`config.mk`:
```
export PLATFORM = sky130hd
export DESIGN_NAME = rasterizer_flat
export DESIGN_NICKNAME = d
export VERILOG_FILES = /design/src/rtl/rasterizer_if.sv /design/src/rtl/rasterizer.sv /design/src/flat_wrapper.sv
export SDC_FILE = /design/constraint.sdc
export NUM_CORES = 1
export LEC_CHECK = 0
export CAP_MARGIN = 20
export CORE_UTILIZATION = 40
export CTS_CLUSTER_SIZE = 14
export DETAILED_ROUTE_END_ITERATION = 7
export SLEW_MARGIN = 20
export SYNTH_ARGS = -nofsm -noshare
export SYNTH_HDL_FRONTEND = slang
export SYNTH_SLANG_ARGS = --single-unit
```
`constraint.sdc`:
```
create_clock -name clk -period 4.1 [get_ports clk]
set_input_delay 0.615 -clock clk [delete_from_list [all_inputs] [get_ports clk]]
set_output_delay 0.615 -clock clk [all_outputs]
set_load 0.05 [all_outputs]
```
`src/rtl/rasterizer_if.sv`:
```
// Command-bus types and the CPU<->GPU rasterizer interface.
// The command encoding lives here so both sides of the bus share one definition.
package common;
    typedef enum logic [2:0] {
        CMD_NOP   = 3'd0,
        CMD_FILL  = 3'd1,
        CMD_POINT = 3'd2,
        CMD_LINE  = 3'd3,
        CMD_RECT  = 3'd4
    } raster_command_t;
endpackage

// Handshake: the CPU raises execute_request with command fields valid; the GPU
// takes it on any rising edge where busy is 0 and holds busy high until done.
interface rasterizer_if;
    common::raster_command_t command;
    logic [7:0]              x0;
    logic [7:0]              y0;
    logic [7:0]              x1;
    logic [7:0]              y1;
    logic [2:0]              colour;
    logic                    execute_request;
    logic                    busy;

    modport gpu (
        input  command, x0, y0, x1, y1, colour, execute_request,
        output busy
    );

    modport cpu (
        output command, x0, y0, x1, y1, colour, execute_request,
        input  busy
    );
endinterface

```
`src/rtl/rasterizer.sv`:
```
// Walks the pixels of FILL/POINT/RECT/LINE commands one per cycle and issues
// framebuffer writes, skipping off-screen pixels in a single cycle each.
module rasterizer
    import common::*;
#(
    parameter int FB_WIDTH  = 160,
    parameter int FB_HEIGHT = 120,
    parameter int ADDR_W    = 15
) (
    input  logic              clk,
    input  logic              rst_n,
    rasterizer_if.gpu         gpu_if,
    output logic [ADDR_W-1:0] fb_addr,
    output logic [2:0]        fb_data,
    output logic              fb_write,
    input  logic              fb_ready
);

    typedef enum logic {S_IDLE = 1'b0, S_DRAW = 1'b1} state_t;

    localparam logic [8:0] W_LIM = 9'(FB_WIDTH);
    localparam logic [8:0] H_LIM = 9'(FB_HEIGHT);

    state_t             state_q, state_d;
    logic               is_line_q, is_line_d;
    logic [7:0]         cx_q, cx_d;
    logic [7:0]         cy_q, cy_d;
    logic [7:0]         xmin_q, xmin_d;
    logic [7:0]         xmax_q, xmax_d;
    logic [7:0]         ymax_q, ymax_d;
    logic [7:0]         dx_q, dx_d;
    logic signed [9:0]  dy_q, dy_d;
    logic signed [9:0]  err_q, err_d;
    logic               xneg_q, xneg_d;
    logic               yneg_q, yneg_d;
    logic [2:0]         colour_q, colour_d;

    logic               cmd_valid;
    logic               start;
    logic               visible;
    logic               last_px;
    logic               advance;
    logic signed [10:0] e2;
    logic               step_x;
    logic               step_y;
    logic [7:0]         adx;
    logic [7:0]         ady;
    logic signed [9:0]  err_step;

    // For LINE, xmax/ymax hold the end point so the same "last pixel" test serves all commands.
    assign cmd_valid = gpu_if.command inside {CMD_FILL, CMD_POINT, CMD_LINE, CMD_RECT};
    assign start     = (state_q == S_IDLE) && gpu_if.execute_request && cmd_valid;
    assign visible   = ({1'b0, cx_q} < W_LIM) && ({1'b0, cy_q} < H_LIM);
    assign last_px   = (cx_q == xmax_q) && (cy_q == ymax_q);
    assign advance   = (state_q == S_DRAW) && (!visible || fb_ready);

    assign e2     = {err_q, 1'b0};
    assign step_x = e2 >= $signed({dy_q[9], dy_q});
    assign step_y = e2 <= $signed({3'b000, dx_q});
    assign adx    = (gpu_if.x1 >= gpu_if.x0) ? gpu_if.x1 - gpu_if.x0 : gpu_if.x0 - gpu_if.x1;
    assign ady    = (gpu_if.y1 >= gpu_if.y0) ? gpu_if.y1 - gpu_if.y0 : gpu_if.y0 - gpu_if.y1;

    assign fb_addr = ADDR_W'(cy_q) * ADDR_W'(FB_WIDTH) + ADDR_W'(cx_q);
    assign fb_data = colour_q;

    // State register and datapath registers
    always_ff @(posedge clk or negedge rst_n) begin
        if (!rst_n) begin
            state_q   <= S_IDLE;
            is_line_q <= 1'b0;
            cx_q      <= '0;
            cy_q      <= '0;
            xmin_q    <= '0;
            xmax_q    <= '0;
            ymax_q    <= '0;
            dx_q      <= '0;
            dy_q      <= '0;
            err_q     <= '0;
            xneg_q    <= 1'b0;
            yneg_q    <= 1'b0;
            colour_q  <= '0;
        end else begin
            state_q   <= state_d;
            is_line_q <= is_line_d;
            cx_q      <= cx_d;
            cy_q      <= cy_d;
            xmin_q    <= xmin_d;
            xmax_q    <= xmax_d;
            ymax_q    <= ymax_d;
            dx_q      <= dx_d;
            dy_q      <= dy_d;
            err_q     <= err_d;
            xneg_q    <= xneg_d;
            yneg_q    <= yneg_d;
            colour_q  <= colour_d;
        end
    end

    // Next-state logic
    always_comb begin
        state_d = state_q;
        case (state_q)
            S_IDLE:  if (start) state_d = S_DRAW;
            S_DRAW:  if (advance && last_px) state_d = S_IDLE;
            default: state_d = S_IDLE;
        endcase
    end

    // FSM outputs
    always_comb begin
        gpu_if.busy = (state_q == S_DRAW);
        fb_write    = (state_q == S_DRAW) && visible;
    end

    // Datapath: command setup at acceptance, pixel stepping on each consumed pixel
    always_comb begin
        is_line_d = is_line_q;
        cx_d      = cx_q;
        cy_d      = cy_q;
        xmin_d    = xmin_q;
        xmax_d    = xmax_q;
        ymax_d    = ymax_q;
        dx_d      = dx_q;
        dy_d      = dy_q;
        err_d     = err_q;
        xneg_d    = xneg_q;
        yneg_d    = yneg_q;
        colour_d  = colour_q;
        err_step  = err_q;

        if (start) begin
            colour_d  = gpu_if.colour;
            is_line_d = 1'b0;
            case (gpu_if.command)
                CMD_FILL: begin
                    cx_d   = '0;
                    cy_d   = '0;
                    xmin_d = '0;
                    xmax_d = 8'(FB_WIDTH - 1);
                    ymax_d = 8'(FB_HEIGHT - 1);
                end
                CMD_POINT: begin
                    cx_d   = gpu_if.x0;
                    cy_d   = gpu_if.y0;
                    xmin_d = gpu_if.x0;
                    xmax_d = gpu_if.x0;
                    ymax_d = gpu_if.y0;
                end
                CMD_RECT: begin
                    xmin_d = (gpu_if.x0 < gpu_if.x1) ? gpu_if.x0 : gpu_if.x1;
                    xmax_d = (gpu_if.x0 < gpu_if.x1) ? gpu_if.x1 : gpu_if.x0;
                    cy_d   = (gpu_if.y0 < gpu_if.y1) ? gpu_if.y0 : gpu_if.y1;
                    ymax_d = (gpu_if.y0 < gpu_if.y1) ? gpu_if.y1 : gpu_if.y0;
                    cx_d   = xmin_d;
                end
                CMD_LINE: begin
                    is_line_d = 1'b1;
                    cx_d      = gpu_if.x0;
                    cy_d      = gpu_if.y0;
                    xmax_d    = gpu_if.x1;
                    ymax_d    = gpu_if.y1;
                    dx_d      = adx;
                    dy_d      = -$signed({2'b00, ady});
                    err_d     = $signed({2'b00, adx}) - $signed({2'b00, ady});
                    xneg_d    = gpu_if.x1 < gpu_if.x0;
                    yneg_d    = gpu_if.y1 < gpu_if.y0;
                end
                default: ;
            endcase
        end else if (advance && !last_px) begin
            if (is_line_q) begin
                if (step_x) begin
                    err_step = err_step + dy_q;
                    cx_d     = xneg_q ? cx_q - 8'd1 : cx_q + 8'd1;
                end
                if (step_y) begin
                    err_step = err_step + $signed({2'b00, dx_q});
                    cy_d     = yneg_q ? cy_q - 8'd1 : cy_q + 8'd1;
                end
                err_d = err_step;
            end else if (cx_q == xmax_q) begin
                cx_d = xmin_q;
                cy_d = cy_q + 8'd1;
            end else begin
                cx_d = cx_q + 8'd1;
            end
        end
    end

endmodule

```
`src/flat_wrapper.sv`:
```
// flat-port wrapper written by rule: the top's interface ports become plain ports
module rasterizer_flat import common::*;
#(
    parameter int FB_WIDTH  = 160,
    parameter int FB_HEIGHT = 120,
    parameter int ADDR_W    = 15
)
  (clk, rst_n, fb_addr, fb_data, fb_write, fb_ready, gpu_if_command, gpu_if_x0, gpu_if_y0, gpu_if_x1, gpu_if_y1, gpu_if_colour, gpu_if_execute_request, gpu_if_busy);
  rasterizer_if gpu_if_i ();
  input  logic clk;
  input  logic rst_n;
  output logic [ADDR_W-1:0] fb_addr;
  output logic [2:0] fb_data;
  output logic fb_write;
  input  logic fb_ready;
  input wire logic [$bits(gpu_if_i.command)-1:0] gpu_if_command;
  input wire logic [$bits(gpu_if_i.x0)-1:0] gpu_if_x0;
  input wire logic [$bits(gpu_if_i.y0)-1:0] gpu_if_y0;
  input wire logic [$bits(gpu_if_i.x1)-1:0] gpu_if_x1;
  input wire logic [$bits(gpu_if_i.y1)-1:0] gpu_if_y1;
  input wire logic [$bits(gpu_if_i.colour)-1:0] gpu_if_colour;
  input wire logic [$bits(gpu_if_i.execute_request)-1:0] gpu_if_execute_request;
  output wire logic [$bits(gpu_if_i.busy)-1:0] gpu_if_busy;
  assign gpu_if_i.command = gpu_if_command;
  assign gpu_if_i.x0 = gpu_if_x0;
  assign gpu_if_i.y0 = gpu_if_y0;
  assign gpu_if_i.x1 = gpu_if_x1;
  assign gpu_if_i.y1 = gpu_if_y1;
  assign gpu_if_i.colour = gpu_if_colour;
  assign gpu_if_i.execute_request = gpu_if_execute_request;
  assign gpu_if_busy = gpu_if_i.busy;
  rasterizer #(.FB_WIDTH(FB_WIDTH), .FB_HEIGHT(FB_HEIGHT), .ADDR_W(ADDR_W)) u_core (.clk(clk), .rst_n(rst_n), .gpu_if(gpu_if_i), .fb_addr(fb_addr), .fb_data(fb_data), .fb_write(fb_write), .fb_ready(fb_ready));
endmodule
```
Yosys cells after proc, flatten, opt, wreduce, memory -nomap -nowiden

Index checks and enable logic that the tools add are counted.

Input port bits: 42
Output and inout port bits: 20
Logic and storage cells: 107
Bits in registers: 75

Bitwise logic cells: 1
Reduce and logical (&&, ||, !) cells: 23
Multipliers: 1
Magnitude comparators: 10
Equality and inequality tests: 10
Add/subtract/negate cells: 13
Muxes and demuxes: 36

Operators by type and width:

| cell                 | number |
|---|---|
| $mux 8               | 18 |
| $mux 10              | 9 |
| $pmux 8 s3           | 3 |
| $pmux 8 s4           | 2 |
| $lt 8x8->1           | 4 |
| $sub 8x8->8          | 4 |
| $add 8x1->8 const B  | 2 |
| $eq 8x8->1           | 2 |
| $ge 8x8->1           | 2 |
| $sub 8x1->8 const B  | 2 |
| $add 15x8->15        | 1 |
| $ge 11x10->1         | 1 |
| $le 11x9->1          | 1 |
| $add 10x10->10       | 1 |
| $add 10x9->10        | 1 |
| $mul 8x3->10 const B | 1 |
| $neg 8->10           | 1 |
| $sub 8x8->9          | 1 |
| $logic_and 1x1->1    | 8 |
| $lt 8x7->1 const B   | 1 |
| $lt 8x8->1 const B   | 1 |
| $eq 3x2->1 const B   | 2 |
| $ne 3x3->1 const B   | 2 |
| $reduce_and 2->1     | 3 |
| other kinds (15)     | 21 |

Depth between registers and ports, before layout

Word-level depth: 13
Gate-level depth with buffers: 19
Mapped depth without buffers: 18

Worst setup path after synthesis

No wires, ideal clock.

Path kind: reg-to-reg
Start: register u_core.err_q[9]
End: register u_core.err_q[9]
Cell stages (with the launch flop): 18
Required time: 3.974 ns
Data arrival time: 3.786 ns
Library setup time: 0.126 ns
Path slack: 0.188 ns
Cell sequence: dfrtp_1 > ha_1 > buf_2 > nand2_1 > nor2_1 > a211oi_1 > a41o_1 > mux2i_1 > inv_1 > ha_1 > a21o_1 > a21oi_1 > o21ai_0 > or4_1 > nand3_1 > a221o_1 > xnor2_1 > a221o_1

Longest elaborated chain between the ends: 10
Elaborated cells on any way between the ends: 12

RTL lines:

| item                                                  | line                                | text |
|---|---|---|
| start: declaration                                    | rasterizer.sv:33                    | `logic signed [9:0] err_q, err_d;` |
| start signal: assignment                              | rasterizer.sv:92                    | `err_q <= err_d;` |
| $add 10x10->10 / $ge 11x10->1 (equally long branches) | rasterizer.sv:173, rasterizer.sv:58 |  |
| $mux 10                                               | rasterizer.sv:172                   | `if (step_x) begin` |
| $mux 10                                               | rasterizer.sv:171                   | `if (is_line_q) begin` |
| $mux 10                                               | rasterizer.sv:170                   | `end else if (advance && !last_px) begin` |
| $mux 10                                               | rasterizer.sv:131                   | `if (start) begin` |
| $add 10x9->10                                         | rasterizer.sv:177                   | `err_step = err_step + $signed({2'b00, dx_q});` |
| $mux 10 (*)                                           | rasterizer.sv:176                   | `if (step_y) begin` |
| $mux 10 (*)                                           | rasterizer.sv:171                   |  |
| $mux 10 (*)                                           | rasterizer.sv:170                   |  |
| $mux 10 (*)                                           | rasterizer.sv:131                   |  |

Mark *: on every way between the ends. The rest lies on a longest branch, timed or not. The select of a mux whose other input is x is not followed.
A chain may end at the register's enable or synchronous reset.

Worst setup path after layout

Start: input gpu_if_y1[1]
End: register u_core.err_q[8]

Longest elaborated chain between the ends: 5
Elaborated cells on any way between the ends: 7

RTL lines:

| item                                             | line               | text |
|---|---|---|
| start: declaration                               | flat_wrapper.sv:20 | `input wire logic [$bits(gpu_if_i.y1)-1:0] gpu_if_y1;` |
| $sub 8x8->8 / $ge 8x8->1 (equally long branches) | rasterizer.sv:61   | `assign ady = (gpu_if.y1 >= gpu_if.y0) ? gpu_if.y1 - gpu_if.y0 : gpu_if.y0 - gpu_if.y1;` |
| $mux 8 (*)                                       | rasterizer.sv:61   |  |
| $sub 8x8->9 (*)                                  | rasterizer.sv:164  | `err_d = $signed({2'b00, adx}) - $signed({2'b00, ady});` |
| $mux 10 (*)                                      | rasterizer.sv:134  | `case (gpu_if.command)` |
| $mux 10 (*)                                      | rasterizer.sv:131  |  |

Marks and branches as above.

==> impl_metrics.py <==
metrics = {
    "run_status": {
        "status": "complete, no violations",
    },
    "synth": {
        "syn_nets": 1130,
        "netlist_instances": 985,
        "post_synth_num_cell_types": 80,
        "synth_top_flop_cell": "dfrtp_1",
        "synth_seq_area_share": 0.232,
        "synth.avg_cell_area_um2": 8.22,
        "ys_async_sr_fraction": 1.00,
        "synth_edf_count": 0,
        "yosys_register_bits": 75,
        "synth.cell_area_mm2": 0.00809,
        "yosysWarnings": 0,
    },
    "floorplan": {
        "std_cell_rows": 51,
        "die_area_mm2": 0.0208,
        "die_x_um": 144,
        "boundaryPins": 62,
        "fp.dieH_um": 144,
        "core-area_mm2": 0.0197,
        "start_util": 0.412,
    },
    "sta": {
        "period_share": 0.961,
        "post-route-min-period_ns": 3.94,
        "tightest_slew_ns": 0.968,
        "setup-violations-final": 0,
        "relSlewSlack": 0.352,
        "tns_ns": 0,
        "drv_slew": 0,
        "skew_ns": 0.0134,
        "max_freq_mhz": 254,
        "finalHoldViolations": 0,
    },
    "cts": {
        "clockRootBuffer": "clkbuf_16",
        "insertion_delay_ns": 0.35,
        "clk_pin_slew_worst_paths_ns": 0.07,
        "cts_sinks": 75,
        "holdBufCountCts": 0,
        "clockBufferDepth": 2,
        "cts_tree": "built",
        "cts_max_level": 3,
        "cts_buffers": 9,
    },
    "flow_run": {
        "max_cap_viol_count": 0,
    },
    "worst_setup_path": {
        "worstPathCellList": "clkdlybuf4s50_1 -> inv_1 -> ha_1 -> nand4_1 -> a31oi_2 -> nor2_2 -> mux2i_4 -> fa_1 -> a21o_1 -> a21oi_1 -> o21bai_1 -> a21oi_2 -> nor2b_1 -> o21ai_0 -> nor4b_4 -> a221o_1",
        "arrival_ns": 4.23,
        "crit_type": "primary input to flop",
        "cp_slowest_cell": "clkdlybuf4s50_1",
        "cp-start-kind": "primary input",
        "cp-end-kind": "flop",
        "critPathMaxFanout": 5,
        "max_stage_delay_ns": 0.58,
        "cp.required_ns": 4.39,
    },
    "power": {
        "ir_drop_v": 0.000515,
        "p_switching_uw": 3400,
        "fin_total_pwr_uw": 7230,
        "p_int_uw": 3840,
        "switching_share": 0.470,
        "seqPwrFrac": 0.188,
        "pwr_density_cell_mw_per_mm2": 706,
        "pwr-share-comb": 0.690,
        "power_frac_clock": 0.123,
        "p_leak_uw": 0.00486,
    },
    "global_route": {
        "grt_pass1_wl_mm": 36.8,
        "antenna_found_initial": 0,
        "track_usage": 0.226,
        "grt_pass1_vias": 7295,
        "grt_overflow": 0,
        "grt_max_degree": 76,
    },
    "cells_and_area": {
        "final_common_cell": "buf_4",
        "layout.cells.most_common_list": "130 x buf_4, 103 x nand2_1, 93 x ha_1, 88 x inv_1, 74 x dfrtp_1",
        "syn_to_final_growth_pct": 26.6,
        "drive_above_1_share": 0.183,
        "num_antenna_cells": 0,
        "nets": 1284,
        "n_fill_cell": 1905,
        "final-instance-count-excl-fill": 1409,
    },
    "route": {
        "drc": 0,
        "wl_mm": 22.6,
        "detail-route-antenna-nets": 0,
        "firstDrtPassIters": 6,
        "drt_iter0_drc": 389,
        "num_vias": 7683,
        "vias_per_cell": 5.45,
        "routedWlPerCell_um": 16.1,
    },
    "placed_design": {
        "io_buffers": 61,
        "dp.cells": 1391,
        "dp_hpwl_mm": 17.8,
        "gp_congestion": 0.852,
    },
    "worst_hold_path": {
        "hp-class": "primary input to asynchronous set/reset pin",
    },
}
flip-flops by register name (all words and copies together) (netlist names):
signal and flops:
u_core.dy_q 10, u_core.err_q 10, u_core.cx_q 8, u_core.cy_q 8
u_core.dx_q 8, u_core.xmax_q 8, u_core.xmin_q 8, u_core.ymax_q 8
u_core.fb_data 3, u_core.gpu_if.busy 1, u_core.is_line_q 1, u_core.xneg_q 1
u_core.yneg_q 1
power groups by stage:
stage | Combinational [uW] | Clock (uW) | Sequential (uW)
final | 4990 | 887 | 1360
after global placement | 4800 | 0 | 1360
after global routing | 5550 | 932 | 1410
after detailed placement | 4850 | 0 | 1360
after CTS | 4880 | 904 | 1350
after floorplan | 3520 | 0 | 1280
synth_stat cells, drive strengths merged, types with 6 or more instances:
cell type,count,share of area
nor3,14,0.0093
mux2i,11,0.015
buf,18,0.012
a31oi,18,0.014
mux2,23,0.032
clkbuf,28,0.013
a21o,18,0.017
xnor2,31,0.034
o211ai,11,0.010
nor2b,12,0.0093
a22oi,25,0.023
xor2,34,0.037
a21oi,61,0.040
and2,7,0.0054
o21ai,77,0.049
nor2,47,0.022
nor4,6,0.0046
inv,89,0.041
o21a,9,0.0083
or2,8,0.0062
a221oi,15,0.016
ha,94,0.15
nand4,9,0.0077
dfrtp,75,0.23
nand2,103,0.048
nand3,17,0.011
o22a,12,0.013
nand2b,13,0.010
fa,9,0.022
o22ai,10,0.0077
stage by stage:
stage | cell area, um^2 | setup WS, ns | util | hold slack (ns)
5_1_grt | 10200 | -0.0120 | 0.521 | 0.344
3_5_place_dp | 9770 | -0.448 | 0.497 | 0.462
3_3_place_gp | 9770 | -0.338 | 0.497 | 0.459
6_report | 10200 | 0.160 | 0.521 | 0.252
2_1_floorplan | 8090 | 0.188 | - | 0.319
4_1_cts | 10100 | 0.00575 | 0.514 | 0.474
layout make-up:
type                            count  area (um^2)  area share
Clock buffer                        9          225      0.0220
Clock inverter                      7         98.8     0.00965
Inverter                           89          334      0.0326
Multi-Input combinational cell    775         5800       0.566
Sequential cell                    75         1880       0.183
Tap cell                          265          332      0.0324
Timing Repair Buffer              189         1580       0.154
layer usage:
metal | wire (um) | share of wire | global-route usage
met5 | 0 | 0 | 0
met4 | 262 | 0.012 | 0.0471
met3 | 876 | 0.039 | 0.0374
met2 | 10400 | 0.46 | 0.368
met1 | 11100 | 0.49 | 0.313
critical path, delay by kind of cell:
kind	cells	cell delay, ns
fa+ha+maj	2	0.80
buf+inv	2	0.67
simple gates	4	0.59
compound gates	7	1.31
mux	1	0.24
cell families after synthesis:
| logic type | synth area share |
|---|---|
| compound gates | 0.254 |
| xor+xnor | 0.0703 |
| mux | 0.0476 |
| fa+ha+maj | 0.168 |
| simple gates | 0.162 |
| flops | 0.232 |
| buf+inv | 0.0666 |
worst paths after layout:
kind                                    from                end  slack (ns)  cells past startpoint
min                                    rst_n     u_core.cx_q[1]        0.25                      1
max                             gpu_if_y1[1]    u_core.err_q[8]        0.16                     16
max in group asynchronous              rst_n    u_core.err_q[7]        3.24                      1
min in group clk           u_core.fb_data[0]  u_core.fb_data[0]        0.47                      2
max reg2reg                  u_core.err_q[7]    u_core.err_q[8]        0.22                     16
min reg2reg                u_core.fb_data[0]  u_core.fb_data[0]        0.47                      2
what timing repair did:
action | in CTS | in global routing
setup endpoints to repair | 4 | 7
resized for setup | 2 | 29
setup buffers | 0 | 2
pin swaps | 0 | 10
(Power assumes the default switching activity.)
